File: src/rtl/step_accum_pkg.sv
`default_nettype none
// ============================================================================
// Module      : step_accum_pkg
// Description : Shared overflow-mode constants for the step accumulator.
// Revision    : 1.0 - initial release
// ============================================================================
package step_accum_pkg;

    localparam int ACC_MODE_WRAP = 0;
    localparam int ACC_MODE_SAT  = 1;

    // Prescaler counter width, never narrower than one bit.
    function automatic int prescale_cnt_w(input int prescale);
        return (prescale > 1) ? $clog2(prescale) : 1;
    endfunction

endpackage
`default_nettype wire

File: src/rtl/step_accumulator_if.sv
`default_nettype none
// ============================================================================
// Module      : step_accumulator_if
// Description : Control/data bundle between a step_accumulator and its user.
// Revision    : 1.0 - initial release
// ============================================================================
interface step_accumulator_if
    import step_accum_pkg::*;
#(
    parameter int WIDTH = 11
);
    logic             en;
    logic             dir;
    logic [WIDTH-1:0] m;
    logic             load;
    logic [WIDTH-1:0] load_val;
    logic             clr_ovf;
    logic [WIDTH-1:0] s;
    logic             tick;
    logic             wrap_p;
    logic             ovf;

    modport master (
        output en, dir, m, load, load_val, clr_ovf,
        input  s, tick, wrap_p, ovf
    );

    modport slave (
        input  en, dir, m, load, load_val, clr_ovf,
        output s, tick, wrap_p, ovf
    );
endinterface
`default_nettype wire

File: src/rtl/step_prescaler.sv
`default_nettype none
// ============================================================================
// Module      : step_prescaler
// Description : Enable-gated modulo-PRESCALE counter with combinational tick.
// Revision    : 1.0 - initial release
// ============================================================================
module step_prescaler
    import step_accum_pkg::*;
#(
    parameter int PRESCALE = 1
) (
    input  logic clk,
    input  logic rst,
    input  logic en,
    output logic tick
);
    localparam int                 c_CNT_W = prescale_cnt_w(PRESCALE);
    localparam logic [c_CNT_W-1:0] c_LAST  = c_CNT_W'(PRESCALE - 1);

    logic [c_CNT_W-1:0] r_cnt;
    logic               w_last;

    assign w_last = (r_cnt == c_LAST);
    assign tick   = en & w_last;

    always_ff @(posedge clk) begin
        if (rst) begin
            r_cnt <= '0;
        end else if (en) begin
            r_cnt <= w_last ? '0 : r_cnt + c_CNT_W'(1);
        end
    end
endmodule
`default_nettype wire

File: src/rtl/step_accumulator.sv
`default_nettype none
// ============================================================================
// Module      : step_accumulator
// Description : Prescaled up/down step accumulator with wrap or saturate.
// Revision    : 1.0 - initial release
// ============================================================================
module step_accumulator
    import step_accum_pkg::*;
#(
    parameter int WIDTH    = 11,
    parameter int PRESCALE = 1,
    parameter int MODE     = ACC_MODE_WRAP
) (
    input  logic               clk,
    input  logic               rst,
    step_accumulator_if.slave  bus
);
    logic             w_tick;
    logic [WIDTH:0]   w_ext;
    logic             w_event;
    logic             w_acc_evt;
    logic [WIDTH-1:0] w_next;

    logic [WIDTH-1:0] r_s;
    logic             r_tick;
    logic             r_wrap;
    logic             r_ovf;

    step_prescaler #(
        .PRESCALE (PRESCALE)
    ) u_prescaler (
        .clk  (clk),
        .rst  (rst),
        .en   (bus.en),
        .tick (w_tick)
    );

    // The extra top bit is the carry on add and the borrow on subtract.
    assign w_ext = bus.dir ? ({1'b0, r_s} - {1'b0, bus.m})
                           : ({1'b0, r_s} + {1'b0, bus.m});
    assign w_event   = w_ext[WIDTH];
    assign w_acc_evt = w_tick & ~bus.load & w_event;

    generate
        if (MODE == ACC_MODE_SAT) begin : g_sat
            assign w_next = !w_event ? w_ext[WIDTH-1:0]
                          : (bus.dir ? '0 : '1);
        end else begin : g_wrap
            assign w_next = w_ext[WIDTH-1:0];
        end
    endgenerate

    always_ff @(posedge clk) begin
        if (rst) begin
            r_s    <= '0;
            r_tick <= 1'b0;
            r_wrap <= 1'b0;
            r_ovf  <= 1'b0;
        end else begin
            r_tick <= w_tick;
            r_wrap <= w_acc_evt;
            if (bus.load) begin
                r_s <= bus.load_val;
            end else if (w_tick) begin
                r_s <= w_next;
            end
            // A fresh event outranks a simultaneous clear.
            if (w_acc_evt) begin
                r_ovf <= 1'b1;
            end else if (bus.clr_ovf) begin
                r_ovf <= 1'b0;
            end
        end
    end

    assign bus.s      = r_s;
    assign bus.tick   = r_tick;
    assign bus.wrap_p = r_wrap;
    assign bus.ovf    = r_ovf;
endmodule
`default_nettype wire
File: src/flat_wrapper.sv
// flat-port wrapper written by rule: the top's interface ports become plain ports
module step_accumulator_flat import step_accum_pkg::*;
#(
    parameter int WIDTH    = 11,
    parameter int PRESCALE = 1,
    parameter int MODE     = ACC_MODE_WRAP
)
  (clk, rst, bus_en, bus_dir, bus_m, bus_load, bus_load_val, bus_clr_ovf, bus_s, bus_tick, bus_wrap_p, bus_ovf);
  step_accumulator_if #(.WIDTH(WIDTH)) bus_i ();
  input  logic clk;
  input  logic rst;
  input wire logic [$bits(bus_i.en)-1:0] bus_en;
  input wire logic [$bits(bus_i.dir)-1:0] bus_dir;
  input wire logic [$bits(bus_i.m)-1:0] bus_m;
  input wire logic [$bits(bus_i.load)-1:0] bus_load;
  input wire logic [$bits(bus_i.load_val)-1:0] bus_load_val;
  input wire logic [$bits(bus_i.clr_ovf)-1:0] bus_clr_ovf;
  output wire logic [$bits(bus_i.s)-1:0] bus_s;
  output wire logic [$bits(bus_i.tick)-1:0] bus_tick;
  output wire logic [$bits(bus_i.wrap_p)-1:0] bus_wrap_p;
  output wire logic [$bits(bus_i.ovf)-1:0] bus_ovf;
  assign bus_i.en = bus_en;
  assign bus_i.dir = bus_dir;
  assign bus_i.m = bus_m;
  assign bus_i.load = bus_load;
  assign bus_i.load_val = bus_load_val;
  assign bus_i.clr_ovf = bus_clr_ovf;
  assign bus_s = bus_i.s;
  assign bus_tick = bus_i.tick;
  assign bus_wrap_p = bus_i.wrap_p;
  assign bus_ovf = bus_i.ovf;
  step_accumulator #(.WIDTH(WIDTH), .PRESCALE(PRESCALE), .MODE(MODE)) u_core (.clk(clk), .rst(rst), .bus(bus_i));
endmodule
File: config.mk
export PLATFORM = sky130hd
export DESIGN_NAME = step_accumulator_flat
export DESIGN_NICKNAME = d
export VERILOG_FILES = /design/src/rtl/step_accum_pkg.sv /design/src/rtl/step_accumulator_if.sv /design/src/rtl/step_prescaler.sv /design/src/rtl/step_accumulator.sv /design/src/flat_wrapper.sv
export SDC_FILE = /design/constraint.sdc
export NUM_CORES = 1
export LEC_CHECK = 0
export BUFFER_PORTS_ARGS = -buffer_cell sky130_fd_sc_hd__buf_4
export CORE_MARGIN = 4
export CORE_UTILIZATION = 35
export CTS_CLUSTER_DIAMETER = 120
export DETAILED_ROUTE_END_ITERATION = 7
export PLACE_DENSITY = 0.61
export SETUP_SLACK_MARGIN = 0.02
export SYNTH_ARGS = -nofsm -noshare
export SYNTH_HDL_FRONTEND = slang
export SYNTH_HIERARCHICAL = 1
export SYNTH_SLANG_ARGS = --single-unit
export TNS_END_PERCENT = 5
File: constraint.sdc
create_clock -name clk -period 2.7 [get_ports clk]
set_input_delay 0.675 -clock clk [delete_from_list [all_inputs] [get_ports clk]]
set_output_delay 0.675 -clock clk [all_outputs]
set_load 0.1 [all_outputs]
* Yosys cells after proc, flatten, opt, wreduce, memory -nomap -nowiden
Index checks and enable logic that the tools add are counted.
W data, S select, Z words.
** Word-level totals
- Bits in registers :: 15
- Input port bits :: 28
- Output and inout port bits :: 14
- Logic and storage cells :: 21
** Operators by class
- $add $sub $neg :: 3
- Mux-type cells :: 6
- Bitwise logic cells :: 5
- Reduce and logical (&&, ||, !) cells :: 2
** Operators by type and width (count)
- $mux W11 :: 2
- $add A11 B11 Y12 :: 1
- $mux W12 :: 1
- $sub A11 B11 Y12 :: 1
- $reduce_bool A2 Y1 :: 2
- $and A1 B1 Y1 :: 3
- $mux W1 :: 3
- $not A1 Y1 :: 2
- $add A1 B1 Y1 const B :: 1

* Longest topological paths before layout
- Depth after elaboration :: 5
- Depth in mapped cells :: 13

* Modules after synthesis
The synthesis kept the hierarchy.
** By module, submodules not included
- step_accumulator :: instances 1, cells an instance 158, area an instance 1261.2 µm²
- step_prescaler :: instances 1, cells an instance 1, area an instance 7.5 µm²

* Worst setup path before layout
No wires, ideal clock.
- Kind :: input to register
- From :: input port bus_m[0]
- To :: register u_core.r_s[10] (netlist: u_core/bus.s[10])
- Library setup time :: 0.131 ns
- Data arrival time :: 2.649 ns
- Path slack :: -0.080 ns
- Cell stages on the path :: 13
- Path buffers :: 0
- Cells stage by stage :: inv_1 > ha_1 > nand2b_1 > nor2_1 > nor2_1 > xnor2_1 > ha_1 > a21oi_1 > o21ai_1 > a2111oi_1 > o31ai_1 > xnor2_1 > o22ai_1
** On the way
- Word-level cells in the longest chain between the ends :: 4
- Elaborated cells on any way between the ends :: 5
** RTL lines
- start, declared :: line flat_wrapper.sv:14 : input wire logic [$bits(bus_i.m)-1:0] bus_m;
- $add A11 B11 Y12 or $sub A11 B11 Y12 (tied branches) :: line step_accumulator.sv:40, step_accumulator.sv:39
- $mux W12 * :: line step_accumulator.sv:39 : assign w_ext = bus.dir ? ({1'b0, r_s} - {1'b0, bus.m})
- $mux W11 * :: line step_accumulator.sv:64 : end else if (w_tick) begin
- $mux W11 * :: line step_accumulator.sv:62 : if (bus.load) begin
- end signal, assigned :: line step_accumulator.sv:63 : r_s <= bus.load_val;
- end signal, assigned :: line step_accumulator.sv:65 : r_s <= w_next;
- end, declared :: line step_accumulator.sv:24 : logic [WIDTH-1:0] r_s;
Mark *: on every way between the ends. The rest lies on a longest branch, timed or not. The select of a mux whose other input is x is not followed.
A chain may end at the register's enable or synchronous reset.

* Final worst setup path
- From :: input port bus_m[0]
- To :: register u_core.r_ovf (netlist: u_core/bus.ovf)
** On the way
- Word-level cells in the longest chain between the ends :: 4
- Elaborated cells on any way between the ends :: 6
** RTL lines
- $add A11 B11 Y12 or $sub A11 B11 Y12 (tied branches) :: line step_accumulator.sv:40, step_accumulator.sv:39
- $mux W12 * :: line step_accumulator.sv:39
- $and A1 B1 Y1 * :: line step_accumulator.sv:42 : assign w_acc_evt = w_tick & ~bus.load & w_event;
- $mux W1 or $reduce_bool A2 Y1 (tied branches)
- end signal, assigned :: line step_accumulator.sv:58 : r_ovf <= 1'b0;
- end signal, assigned :: line step_accumulator.sv:69 : r_ovf <= 1'b1;
- end signal, assigned :: line step_accumulator.sv:71 : r_ovf <= 1'b0;
- end, declared :: line step_accumulator.sv:27 : logic r_ovf;
Mark *: on every way between the ends. The rest lies on a longest branch, timed or not.

==> tab_implementation.tex <==
\begin{tabular}{lr}
\hline
Metric & Value \\
\hline
\multicolumn{2}{l}{\textbf{Clock network}} \\
\quad Clock insertion delay at the later pin of the skew report & 0.28 ns \\
\quad Level count of the clock H-tree & 1 \\
\quad TritonCTS clock tree & yes \\
\quad Clock root cell & sky130\_fd\_sc\_hd\_\_clkbuf\_4 \\
\quad Max clock buf depth & 2 \\
\quad Number of buffers created by CTS & 3 \\
\quad Register clock-pin slew on the reported worst setup and hold paths & 0.09 ns \\
\quad Number of sinks handled by clock tree synthesis & 14 \\
\multicolumn{2}{l}{\textbf{Logic synthesis}} \\
\quad Number of warnings reported in the yosys synthesis log & 6 \\
\quad Area leader, netlist & sky130\_fd\_sc\_hd\_\_dfxtp\_1 \\
\quad Total nets after synthesis & 200 \\
\quad Number of distinct library cells after synthesis & 37 \\
\quad Predominant post-synthesis flop cell & sky130\_fd\_sc\_hd\_\_dfxtp\_1 \\
\quad Synthesized area per cell & 7.98 um\^{}2 \\
\quad Sequential fraction of the synthesis area & 0.221 \\
\quad Synth Register Bits & 14 \\
\quad Top area cells in the synthesized netlist & sky130\_fd\_sc\_hd\_\_dfxtp\_1, sky130\_fd\_sc\_hd\_\_ha\_1, sky130\_fd\_sc\_hd\_\_xnor2\_1 \\
\quad Mapped cell area & 1270 um\^{}2 \\
\quad Share of the synthesized area in the top cell type & 0.221 \\
\quad Post-Syn Instances & 159 \\
\quad Number of enable flip-flop cells after synthesis & 0 \\
\quad Async set or reset register ratio after synthesis & 0 \\
\multicolumn{2}{l}{\textbf{Global route}} \\
\quad Combined global-route utilization of all metal layers & 0.160 \\
\quad Maximum number of pins on one net before global-route repair & 23 \\
\quad Via count of the first global-routing pass & 1336 \\
\quad GRT Residual Overflow & 0 \\
\quad Antenna violations before repair & 0 \\
\quad Wire length of the first global-routing pass & 5750 um \\
\multicolumn{2}{l}{\textbf{Die}} \\
\quad Cell Rows & 21 \\
\quad Initial cell density of the core & 0.371 \\
\quad Horizontal die dimension & 68.2 um \\
\quad Die height & 68.2 um \\
\quad Core box area & 3420 um\^{}2 \\
\quad Number of ports placed on the die boundary & 42 \\
\quad Area enclosed by the die boundary & 4650 um\^{}2 \\
\multicolumn{2}{l}{\textbf{Power}} \\
\quad Total design power & 1010 uW \\
\quad Power Dens Cells & 538 nW/um\^{}2 \\
\quad Peak supply drop & 165 uV \\
\quad Leak Pwr & 0.000890 uW \\
\multicolumn{2}{l}{\textbf{Critical path}} \\
\quad Kind of end point of the critical path & flip-flop \\
\quad Startpoint Class & primary input \\
\quad FF-to-FF setup slack & 0.44 ns \\
\quad Reg2reg start & u\_core/bus.s[0]\$\_SDFFE\_PP0P\_ \\
\quad Maximum fanout along the worst path & 3 \\
\quad Reg-to-reg endpoint & u\_core/bus.s[10]\$\_SDFFE\_PP0P\_ \\
\quad Cell count of the worst reg-to-reg path & 10 \\
\quad Worst EP required & 2.93 ns \\
\quad Category of the most critical setup path & primary input to flip-flop \\
\quad Data arrival time of the worst path & 2.95 ns \\
\multicolumn{2}{l}{\textbf{Drt}} \\
\quad Residual DRC & 0 \\
\quad Detailed-routing iteration count for the pre-antenna-repair pass & 4 \\
\quad Total Routed Length & 3610 um \\
\quad Routed via count divided by cell count & 5.03 \\
\quad Wire per inst & 13.4 um \\
\quad Total via count in the routed design & 1359 \\
\quad Remaining number of nets flagged by the antenna check after routing & 0 \\
\quad Initial detailed-routing violation count & 54 \\
\multicolumn{2}{l}{\textbf{Cells and area}} \\
\quad Fraction of final layout cells sized beyond drive strength 1 & 0.388 \\
\quad Net count of the finished layout & 266 \\
\quad \# fillers & 350 \\
\quad Diode insertion count for antenna repair & 0 \\
\quad Synthesis-to-layout area growth & 47.9\% \\
\multicolumn{2}{l}{\textbf{Timing}} \\
\quad Transition time of the tightest slew-check pin & 0.558 ns \\
\quad Period utilisation layout & 1.01 \\
\quad Achievable clock frequency & 367 MHz \\
\quad Max-slew violations & 0 \\
\quad Final Critical Period & 2.72 ns \\
\quad Layout Skew & 0.00206 ns \\
\quad RSZ-0062 raised after global routing & yes \\
\quad Crit path setup slack, layout & -0.0230 ns \\
\quad Relative max-transition margin & 0.625 \\
\quad Setup Total Neg Slack & -0.0230 ns \\
\quad Number of setup violations in the final report & 1 \\
\quad Hold Violations, Final & 0 \\
\multicolumn{2}{l}{\textbf{Placed design}} \\
\quad Number of port buffers & 41 \\
\quad HPWL reported at the end of detailed placement & 2990 um \\
\quad Post-place setup slack & -0.355 ns \\
\quad GPL Wtd Cong & 0.849 \\
\multicolumn{2}{l}{\textbf{Worst hold path}} \\
\quad Hold path cells & 1 \\
\quad Path class of the lowest-slack min-delay path & flip-flop to flip-flop \\
\quad Hold EP & u\_core/bus.ovf\$\_SDFFE\_PP0P\_ \\
\quad Launch instance of the worst min-delay path & u\_core/bus.ovf\$\_SDFFE\_PP0P\_ \\
\multicolumn{2}{l}{\textbf{Status}} \\
\quad Violations in the final reports & negative setup slack \\
\quad Result of the run & finished with violations \\
\multicolumn{2}{l}{\textbf{Run}} \\
\quad Total of max-cap violations & 0 \\
\hline
\end{tabular}
[critical path, cell delays in order]
cell and delay (ns):
sky130_fd_sc_hd__buf_4 0.08, sky130_fd_sc_hd__inv_1 0.03, sky130_fd_sc_hd__ha_1 0.21, sky130_fd_sc_hd__nor2b_1 0.14
sky130_fd_sc_hd__a21oi_1 0.17, sky130_fd_sc_hd__xnor2_1 0.18, sky130_fd_sc_hd__ha_1 0.31, sky130_fd_sc_hd__a21oi_2 0.19
sky130_fd_sc_hd__o221ai_1 0.14, sky130_fd_sc_hd__a21o_1 0.20, sky130_fd_sc_hd__a41oi_2 0.23, sky130_fd_sc_hd__mux2i_2 0.28
sky130_fd_sc_hd__a21o_1 0.10
[power breakdown]
group | internal, uW | switching, uW | total (uW)
Sequential | 227 | 19.2 | 246
Combinational | 254 | 357 | 611
Clock | 82.0 | 70.0 | 152
[flip-flops by register name, summed over array words and instances, names as in the netlist]
| register | cells |
|---|---|
| u_core/bus.ovf | 1 |
| u_core/bus.s | 11 |
| u_core/bus.tick | 1 |
| u_core/bus.wrap_p | 1 |
[cell families after synthesis]
kind of cell / synth area share
compound gates: 0.195
xor+xnor: 0.124
fa+ha+maj: 0.134
buf+inv: 0.0592
flops: 0.221
mux: 0.0602
simple gates: 0.206
[area by class of cell]
| cell class | count | area (um^2) | area share |
|---|---|---|---|
| Sequential cell | 14 | 280 | 0.149 |
| Inverter | 12 | 45.0 | 0.0240 |
| Clock buffer | 4 | 36.3 | 0.0193 |
| Tap cell | 46 | 57.6 | 0.0307 |
| Multi-Input combinational cell | 126 | 947 | 0.505 |
| Timing Repair Buffer | 68 | 510 | 0.272 |
[worst max-delay path by stage]
stage	from	end
2_1_floorplan	bus_m[6]	u_core/bus.ovf$_SDFFE_PP0P_
3_3_place_gp	bus_m[0]	u_core/bus.ovf$_SDFFE_PP0P_
3_5_place_dp	bus_m[0]	u_core/bus.ovf$_SDFFE_PP0P_
4_1_cts	bus_m[6]	u_core/bus.ovf$_SDFFE_PP0P_
5_1_grt	bus_m[1]	u_core/bus.ovf$_SDFFE_PP0P_
6_report	bus_m[0]	u_core/bus.ovf$_SDFFE_PP0P_
[per-layer routing]
layer  part of all wire  routed length, um  vias to the layer above  global-route usage
met5                  0                  0                        -                   0
met4             0.0091                 33                        0              0.0521
met3              0.038                138                        2             0.00493
met2               0.53               1920                       34               0.298
met1               0.42               1520                      637               0.196
li1                   -                  -                      686                   -
[cell usage after synthesis (all sizes together) (2+ instances only)]
cell type	count
inv	12
a211oi	3
xor2	3
a21oi	19
dfxtp	14
nor2b	3
o21ai	2
ha	12
clkbuf	6
mux2i	5
nor2	22
nand2b	2
nor3b	4
nand2	6
a31oi	3
o21bai	2
nor3	7
mux2	2
xnor2	15
a21o	2
o22ai	3
[layout by cell type, fill, tap and decap left out, drive strengths merged, types with 2 or more instances in the layout]
cell	netlist	routed
xor2	3	3
mux2i	5	5
nor3	7	7
mux2	2	2
o21bai	2	2
nand2b	2	2
nor2	22	22
a21oi	19	19
xnor2	15	15
nor2b	3	3
clkbuf	6	4
dfxtp	14	14
a21o	2	2
buf	1	68
o22ai	3	3
nand2	6	6
nor3b	4	4
o21ai	2	2
ha	12	12
inv	12	12
a211oi	3	3
a31oi	3	3
[per-stage QoR]
| step | std cells | instance area [um^2] | hold slack, ns | utilization |
|---|---|---|---|---|
| final | 270 | 1880 | 0.468 | 0.549 |
| after detailed placement | 265 | 1820 | 0.455 | 0.533 |
| after CTS | 270 | 1870 | 0.475 | 0.547 |
| after global placement | 265 | 1820 | 0.435 | 0.533 |
| after global routing | 270 | 1880 | 0.502 | 0.549 |
| after floorplan | 159 | 1290 | 0.754 | - |
[repair_timing]
item,in CTS,in global routing
setup endpoints to repair,2,8
resized for setup,1,2
pin swaps,2,2
hold buffers,0,0
setup buffers,1,0
(Power assumes the default switching activity.)
